$ cat config.mk
export PLATFORM = sky130hd
export DESIGN_NAME = sync_reset_gen_flat
export DESIGN_NICKNAME = d
export VERILOG_FILES = /design/src/rtl/sync_reset_gen_pkg.sv /design/src/rtl/sync_reset_gen_if.sv /design/src/rtl/reset_sync_chain.sv /design/src/rtl/sync_reset_gen.sv /design/src/flat_wrapper.sv
export SDC_FILE = /design/constraint.sdc
export NUM_CORES = 1
export LEC_CHECK = 0
export ABC_AREA = 1
export CORE_MARGIN = 8
export CORE_UTILIZATION = 60
export DETAILED_ROUTE_END_ITERATION = 6
export MAX_ROUTING_LAYER = met4
export PLACE_DENSITY = 0.85
export SLEW_MARGIN = 20
export SYNTH_ARGS = -nofsm -noshare
export SYNTH_HDL_FRONTEND = slang
export SYNTH_SLANG_ARGS = --single-unit
$ cat constraint.sdc
create_clock -name CLK -period 4.5 [get_ports CLK]
set_input_delay 0.675 -clock CLK [delete_from_list [all_inputs] [get_ports CLK]]
set_output_delay 0.675 -clock CLK [all_outputs]
set_load 0.02 [all_outputs]
$ cat src/rtl/sync_reset_gen_pkg.sv
// Shared state encoding and parameter limits for sync_reset_gen.
package sync_reset_gen_pkg;

   typedef logic [1:0] state_t;

   localparam state_t StReset = 2'd0;
   localparam state_t StSync  = 2'd1;
   localparam state_t StHold  = 2'd2;
   localparam state_t StRun   = 2'd3;

   localparam int unsigned RSTDELAY_MIN = 2;
   localparam int unsigned RSTDELAY_MAX = 8;

   function automatic logic is_run(state_t s);
      return s == StRun;
   endfunction

endpackage

$ cat src/rtl/sync_reset_gen_if.sv
// Status/request bundle between sync_reset_gen and its controlling logic.
// ASSERT_IN exists only when SYNC_RESET_GEN_SWRST_EN is defined.
interface sync_reset_gen_if;

   logic RST_OUT_N;
   logic IN_RESET;
   logic RST_DONE;

`ifdef SYNC_RESET_GEN_SWRST_EN
   logic ASSERT_IN;

   modport master (output RST_OUT_N, output IN_RESET, output RST_DONE, input ASSERT_IN);
   modport slave  (input RST_OUT_N, input IN_RESET, input RST_DONE, output ASSERT_IN);
`else
   modport master (output RST_OUT_N, output IN_RESET, output RST_DONE);
   modport slave  (input RST_OUT_N, input IN_RESET, input RST_DONE);
`endif

endinterface

$ cat src/rtl/reset_sync_chain.sv
// RSTDELAY-deep async-clear flop chain; sync_out is the synchronised release.
module reset_sync_chain #(
   parameter int unsigned RSTDELAY = 2
) (
   input  logic CLK,
   input  logic RST_N,
   input  logic din,
   output logic sync_out,
   output logic rise_next
);

   logic [RSTDELAY-1:0] stage_q;

   always_ff @(posedge CLK or negedge RST_N) begin
      if (!RST_N) begin
         stage_q <= '0;
      end else begin
         stage_q <= {stage_q[RSTDELAY-2:0], din};
      end
   end

   assign sync_out  = stage_q[RSTDELAY-1];
   // High in the cycle before sync_out rises, so the FSM can move on that same edge.
   assign rise_next = stage_q[RSTDELAY-2] & ~stage_q[RSTDELAY-1];

endmodule

$ cat src/rtl/sync_reset_gen.sv
// Reset generator: async assert, synchronised release, programmable hold.
// Software reset request is built in when SYNC_RESET_GEN_SWRST_EN is defined.
module sync_reset_gen
   import sync_reset_gen_pkg::*;
#(
   parameter int unsigned RSTDELAY = 2,
   parameter int unsigned RSTHOLD  = 16,
   parameter int unsigned CNTW     = 8
) (
   input logic             CLK,
   input logic             RST_N,
   sync_reset_gen_if.master bus
);

   if (RSTDELAY < RSTDELAY_MIN || RSTDELAY > RSTDELAY_MAX) begin : g_bad_delay
      $error("sync_reset_gen: RSTDELAY out of range 2..8");
   end
   if (longint'(RSTHOLD) >= (longint'(1) << CNTW)) begin : g_bad_cntw
      $error("sync_reset_gen: CNTW too narrow for RSTHOLD");
   end

   localparam logic [CNTW-1:0] HoldLast = CNTW'(RSTHOLD - 1);

   logic released;
   logic release_next;
   logic sw_req;

   reset_sync_chain #(
      .RSTDELAY (RSTDELAY)
   ) u_chain (
      .CLK       (CLK),
      .RST_N     (RST_N),
      .din       (1'b1),
      .sync_out  (released),
      .rise_next (release_next)
   );

`ifdef SYNC_RESET_GEN_SWRST_EN
   assign sw_req = bus.ASSERT_IN;
`else
   assign sw_req = 1'b0;
`endif

   state_t          state_q, state_d;
   logic [CNTW-1:0] cnt_q, cnt_d;
   logic            hold_done;
   logic            rst_out_q, in_reset_q, done_q;

   // HOLD can be entered with RSTHOLD == 0 only via software reset; leave after one edge.
   assign hold_done = (RSTHOLD == 0) || (cnt_q == HoldLast);

   always_comb begin
      state_d = state_q;
      cnt_d   = cnt_q;
      unique case (state_q)
         StReset: state_d = StSync;
         StSync: begin
            if (release_next || released) begin
               cnt_d   = '0;
               state_d = (RSTHOLD == 0) ? StRun : StHold;
            end
         end
         StHold: begin
            if (sw_req) begin
               cnt_d = '0;
            end else if (hold_done) begin
               state_d = StRun;
            end else begin
               cnt_d = cnt_q + CNTW'(1);
            end
         end
         StRun: begin
            if (sw_req) begin
               state_d = StHold;
               cnt_d   = '0;
            end
         end
         default: state_d = StReset;
      endcase
   end

   always_ff @(posedge CLK or negedge RST_N) begin
      if (!RST_N) begin
         state_q    <= StReset;
         cnt_q      <= '0;
         rst_out_q  <= 1'b0;
         in_reset_q <= 1'b1;
         done_q     <= 1'b0;
      end else begin
         state_q    <= state_d;
         cnt_q      <= cnt_d;
         rst_out_q  <= is_run(state_d);
         in_reset_q <= !is_run(state_d);
         done_q     <= is_run(state_d) && !is_run(state_q);
      end
   end

   assign bus.RST_OUT_N = rst_out_q;
   assign bus.IN_RESET  = in_reset_q;
   assign bus.RST_DONE  = done_q;

endmodule

$ cat src/flat_wrapper.sv
// flat-port wrapper written by rule: the top's interface ports become plain ports
module sync_reset_gen_flat import sync_reset_gen_pkg::*;
#(
   parameter int unsigned RSTDELAY = 2,
   parameter int unsigned RSTHOLD  = 16,
   parameter int unsigned CNTW     = 8
)
  (CLK, RST_N, bus_RST_OUT_N, bus_IN_RESET, bus_RST_DONE);
  sync_reset_gen_if bus_i ();
  input logic CLK;
  input logic RST_N;
  output wire logic [$bits(bus_i.RST_OUT_N)-1:0] bus_RST_OUT_N;
  output wire logic [$bits(bus_i.IN_RESET)-1:0] bus_IN_RESET;
  output wire logic [$bits(bus_i.RST_DONE)-1:0] bus_RST_DONE;
  assign bus_RST_OUT_N = bus_i.RST_OUT_N;
  assign bus_IN_RESET = bus_i.IN_RESET;
  assign bus_RST_DONE = bus_i.RST_DONE;
  sync_reset_gen #(.RSTDELAY(RSTDELAY), .RSTHOLD(RSTHOLD), .CNTW(CNTW)) u_core (.CLK(CLK), .RST_N(RST_N), .bus(bus_i));
endmodule
Word-level counts from Yosys, hierarchy flattened --
Index checks and enable logic that the tools add are counted.
Cells by class: add/subtract/negate cells 1, multipliers 0, divide/modulo/power cells 0, $lt $le $gt $ge 0, equal/unequal tests 7, shift operators 0, muxes and demuxes 6, bitwise operators 2, reduce and logical (&&, ||, !) cells 7
Operators with widths (number):
- two-way mux 8 bit | 2
- case mux 8 bit (2 select lines) | 1
- adder 8 x 1 -> 8 bit, second input constant | 1
- == test 8 x 4 -> 1 bit, second input constant | 1
- case mux 2 bit (4 select lines) | 1
- == test 2 bit, second input constant | 3
- two-way mux 2 bit | 2
- AND reduction 3 bit | 1
- == test 2 x 1 -> 1 bit, second input constant | 1
- logical NOT 1 bit | 2
- logical NOT 2 bit | 1
- inequality test 2 x 1 -> 1 bit, second input constant | 1
- inequality test 2 bit, second input constant | 1
- nonzero test 2 bit | 1
- AND 1 bit | 1
- logical AND 1 bit | 1
- logical OR 1 bit | 1
- inverter 1 bit | 1
Storage, ports and cells: register bits after elaboration 15, latch bits 0, RAM bits 0, bits in read-only memories 0, bits of input ports 2, word-level logic and storage cells 29, memories kept 0

Depth between registers and ports, before layout --
depth in word-level cells 7, gate-level depth with buffers 10

Cells and area by module --
A second synthesis with hierarchy kept.
Second synthesis, totals: cell total of the unflattened synthesis 95, area, all modules 769.5 um^2
Modules (own cells, without submodules):
- sync_reset_gen | times used 1, cells an instance 91, area an instance 709.4 um^2, seq. area each 326.6 um^2
- reset_sync_chain | times used 1, cells an instance 4, area an instance 60.1 um^2, seq. area each 50.0 um^2

Worst setup path after synthesis --
No wires, ideal clock.
path kind register to register, start reg u_core.state_q[0], end reg u_core.cnt_q[2], arrival 1.313 ns, path slack 3.069 ns, cell stages (with the launch flop) 11, period minus slack after synthesis 1.431 ns, path through dfrtp_1 > inv_1 > ha_1 > buf_4 > inv_2 > nor2_4 > nand3_4 > nand2_8 > buf_12 > nand2_1 > o21ai_2
On the way: cells in the longest elaborated chain, start to end 3, elaborated cells on any way between the ends 7
RTL lines:
- from (decl) | line sync_reset_gen.sv:44 | state_t state_q, state_d;
- from (signal assigned) | line sync_reset_gen.sv:84 | state_q <= StReset;
- from (signal assigned) | line sync_reset_gen.sv:90 | state_q <= state_d;
- == test 2 bit / == test 2 x 1 -> 1 bit (equally long branches) | line sync_reset_gen.sv:55 | unique case (state_q)
- inequality test 2 bit (no line), or another cell as far along
- AND reduction 3 bit (no line)
- to (signal assigned) | line sync_reset_gen.sv:91 | cnt_q <= cnt_d;
- to (decl) | line sync_reset_gen.sv:45 | logic [CNTW-1:0] cnt_q, cnt_d;
Parallel ways exist; a longest one is shown, timed or not. A chain may end at the register's enable or synchronous reset.

Worst setup path after layout --
start reg u_core.in_reset_q, in the netlist u_core.bus.IN_RESET, end out bus_IN_RESET
RTL lines:
- from (decl) | line sync_reset_gen.sv:47 | logic rst_out_q, in_reset_q, done_q;
- from (signal assigned) | line sync_reset_gen.sv:93 | in_reset_q <= !is_run(state_d);
- to (decl) | line flat_wrapper.sv:13 | output wire logic [$bits(bus_i.IN_RESET)-1:0] bus_IN_RESET;
No word-level cell between the ends.

==> out/metrics.cfg <==
[outcome]
status = finished clean

[routing]
route.detailed.drc = 0
wire_per_inst_um = 11.9
wl_um = 1470
ant_nets = 0
drt_iter0_markers = 12
routed_via_density = 5.20
vias = 639
first_pass_iters = 4

[setup_path]
start_kind = flip-flop
crit_type = reg -> out
worstPathRequired_ns = 3.83
path_delay_family = buffers and inverters
crit_path_cell_trace = clkdlybuf4s50_1
cp-end-kind = output port
critPathSlowestCell = clkdlybuf4s50_1
cp.buffers_inverters = 1
arrival_ns = 1.41
reg2reg_slack_ns = 2.83
slowest_delay_ns = 0.60
worstPathMaxFanout = 1

[timing]
setup_slack_ns = 2.42
clock_skew_ns = 0.00402
fin_setup_tns_ns = 0
slew_viol_final = 0
max_freq_mhz = 480
relSlewSlack_pct = 54.5
finalSetupViolations = 0
finalHoldViolations = 0
fin_crit_sh_pct = 46.2
rsz0062_at_grt = no
layout_min_cycle_time_ns = 2.08
tightestPinTransition_ns = 0.680

[layout]
fin_util_pct = 65.4
drive_gt1_share_pct = 21.5
fin_nets = 116
synthToLayoutAreaGrowth_pct = 6.59
insertedDiodeCount = 0

[synthesis]
yosysWarnings = 0
yosysMostFrequentCell = nand2_1
yosys.area_share.xor_xnor_pct = 0.982
seq_area_frac_synth_pct = 42.2
synth_fa_ha_area_share_pct = 8.42
post_synth_mux_area_share_pct = 0
synth_compound_area_share_pct = 8.84
synth_ff_type = dfrtp_1
synth_area_sq_um = 892
synth_commonest_cells = nand2_1, dfrtp_1, inv_1, nor2_1, nand3_1
syn_inst = 101
synth_top_family_by_area = simple AND/OR/NAND/NOR gates
syn_area_per_cell_sq_um = 8.83
ys_top_cells_by_area = dfrtp_1, nand2_1, ha_1
ys_async_sr_fraction_pct = 100
synth_fp_nets = 109
ys_ff_latch = 15
yosys.area_share.simple_pct = 30.9
yosys.area.top_type = dfrtp_1
synth_top_area_share_pct = 39.3
synth_cell_type_count = 25
synth_edf_count = 0

[pwr]
ir_drop_uv = 387
leakage_nw = 0.452
total_power_mw = 0.496
p_per_area_nw_per_um2 = 522

[clock_network]
post_cts_resized = 0
post-cts-setup-buffers = 0
cts.sinks = 15
cts_buffers = 3
holdBufCountCts = 0
clkLatencyLatePin_ns = 0.29
clkTransAtPathRegs_ns = 0.09
ctsHtreeMaxLevel = 1
root_buffer = clkbuf_4
cts_max_path_buffers = 2
cts_tree = done

[global_route]
use_met3_pct = 4.35
grt_remaining_overflow = 0
met2_usage_pct = 21.2
track_usage_pct = 12.8
met1_usage_pct = 14.4
grt_max_degree = 17
grt_busiest_layer = met2
grt_pass1_vias = 652
grt_pass1_wl_um = 2690
antenna_found_initial = 0

[floorplanning]
core_sq_um = 1450
start_util_pct = 61.4
ios = 5
die_y_um = 54.6
die_w_um = 54.6
die_area_sq_um = 2980
rows = 14

[placement]
port_buffers = 4
place_worst_setup_slack_ns = 2.72
gp_congestion = 0.834
hpwl_um = 1120

[run]
maxCapViolations = 0

[min_path]
hp-class = reg -> reg

==> per-stage QoR <==
step,instance area (sq um),std cells,hold WS [ns]
global placement,925,119,0.366
detailed placement,925,119,0.367
CTS,951,123,0.388
floorplan,892,101,0.354
finish,951,123,0.387
global route,951,123,0.407
==> where the power goes <==
part	internal (mW)	switching, mW	total [mW]
Sequential	0.161	0.0206	0.182
Combinational	0.0813	0.154	0.235
Clock	0.0345	0.0450	0.0794
==> state kept, by name, summed over array words and instances, names as in the netlist <==
register and cells:
u_core.cnt_q 8, u_core.state_q 2, u_core.u_chain.stage_q 2, u_core.bus.IN_RESET 1, u_core.bus.RST_DONE 1, u_core.bus.RST_OUT_N 1
==> placed cells by master, fill, tap and decap left out, types with 3 or more instances in the layout <==
cell and n:
clkbuf_4 3, clkdlybuf4s50_1 4, dfrtp_1 14, ha_1 6
inv_1 10, nand2_1 25, nand2_2 5, nand3_1 8
nor2_1 10, o21ai_2 6
==> per-layer routing <==
metal,wire length (um),part of all wire (%),vias up
met5,0,0,-
met4,19,1.3,0
met3,79,5.4,3
met2,710,48,12
met1,657,45,296
li1,-,-,328
==> layout make-up <==
type	count	area, sq um
Clock buffer	4	26.3
Fill cell	114	503
Inverter	12	46.3
Multi-Input combinational cell	72	442
Sequential cell	15	377
Tap cell	16	20.0
Timing Repair Buffer	4	40.0
==> cells by family after synthesis <==
kind of cell               Yosys count
buffers and inverters               14
xor gates and xnor gates             1
AOI/OAI and AO/OA                   10
adders and majority gates            6
DFF                                 15
other                                1
and+or+nand+nor                     54
==> worst paths after layout <==
| kind | startpoint | endpoint | cells past startpoint |
|---|---|---|---|
| worst max-delay path | u_core.bus.IN_RESET$_DFF_PN1_ | bus_IN_RESET | 1 |
| worst min-delay path | u_core.u_chain.stage_q[0]$_DFF_PN0_ | u_core.u_chain.stage_q[1]$_DFF_PN0_ | 0 |
| worst max register to register | u_core.state_q[0]$_DFF_PN0_ | u_core.cnt_q[4]$_DFFE_PN0P_ | 9 |
| worst min register to register | u_core.u_chain.stage_q[0]$_DFF_PN0_ | u_core.u_chain.stage_q[1]$_DFF_PN0_ | 0 |
| max in group asynchronous | RST_N | u_core.u_chain.stage_q[0]$_DFF_PN0_ | 1 |
| min in group asynchronous | RST_N | u_core.cnt_q[5]$_DFFE_PN0P_ | 1 |
Note: power is estimated with default switching activity, not from simulation.
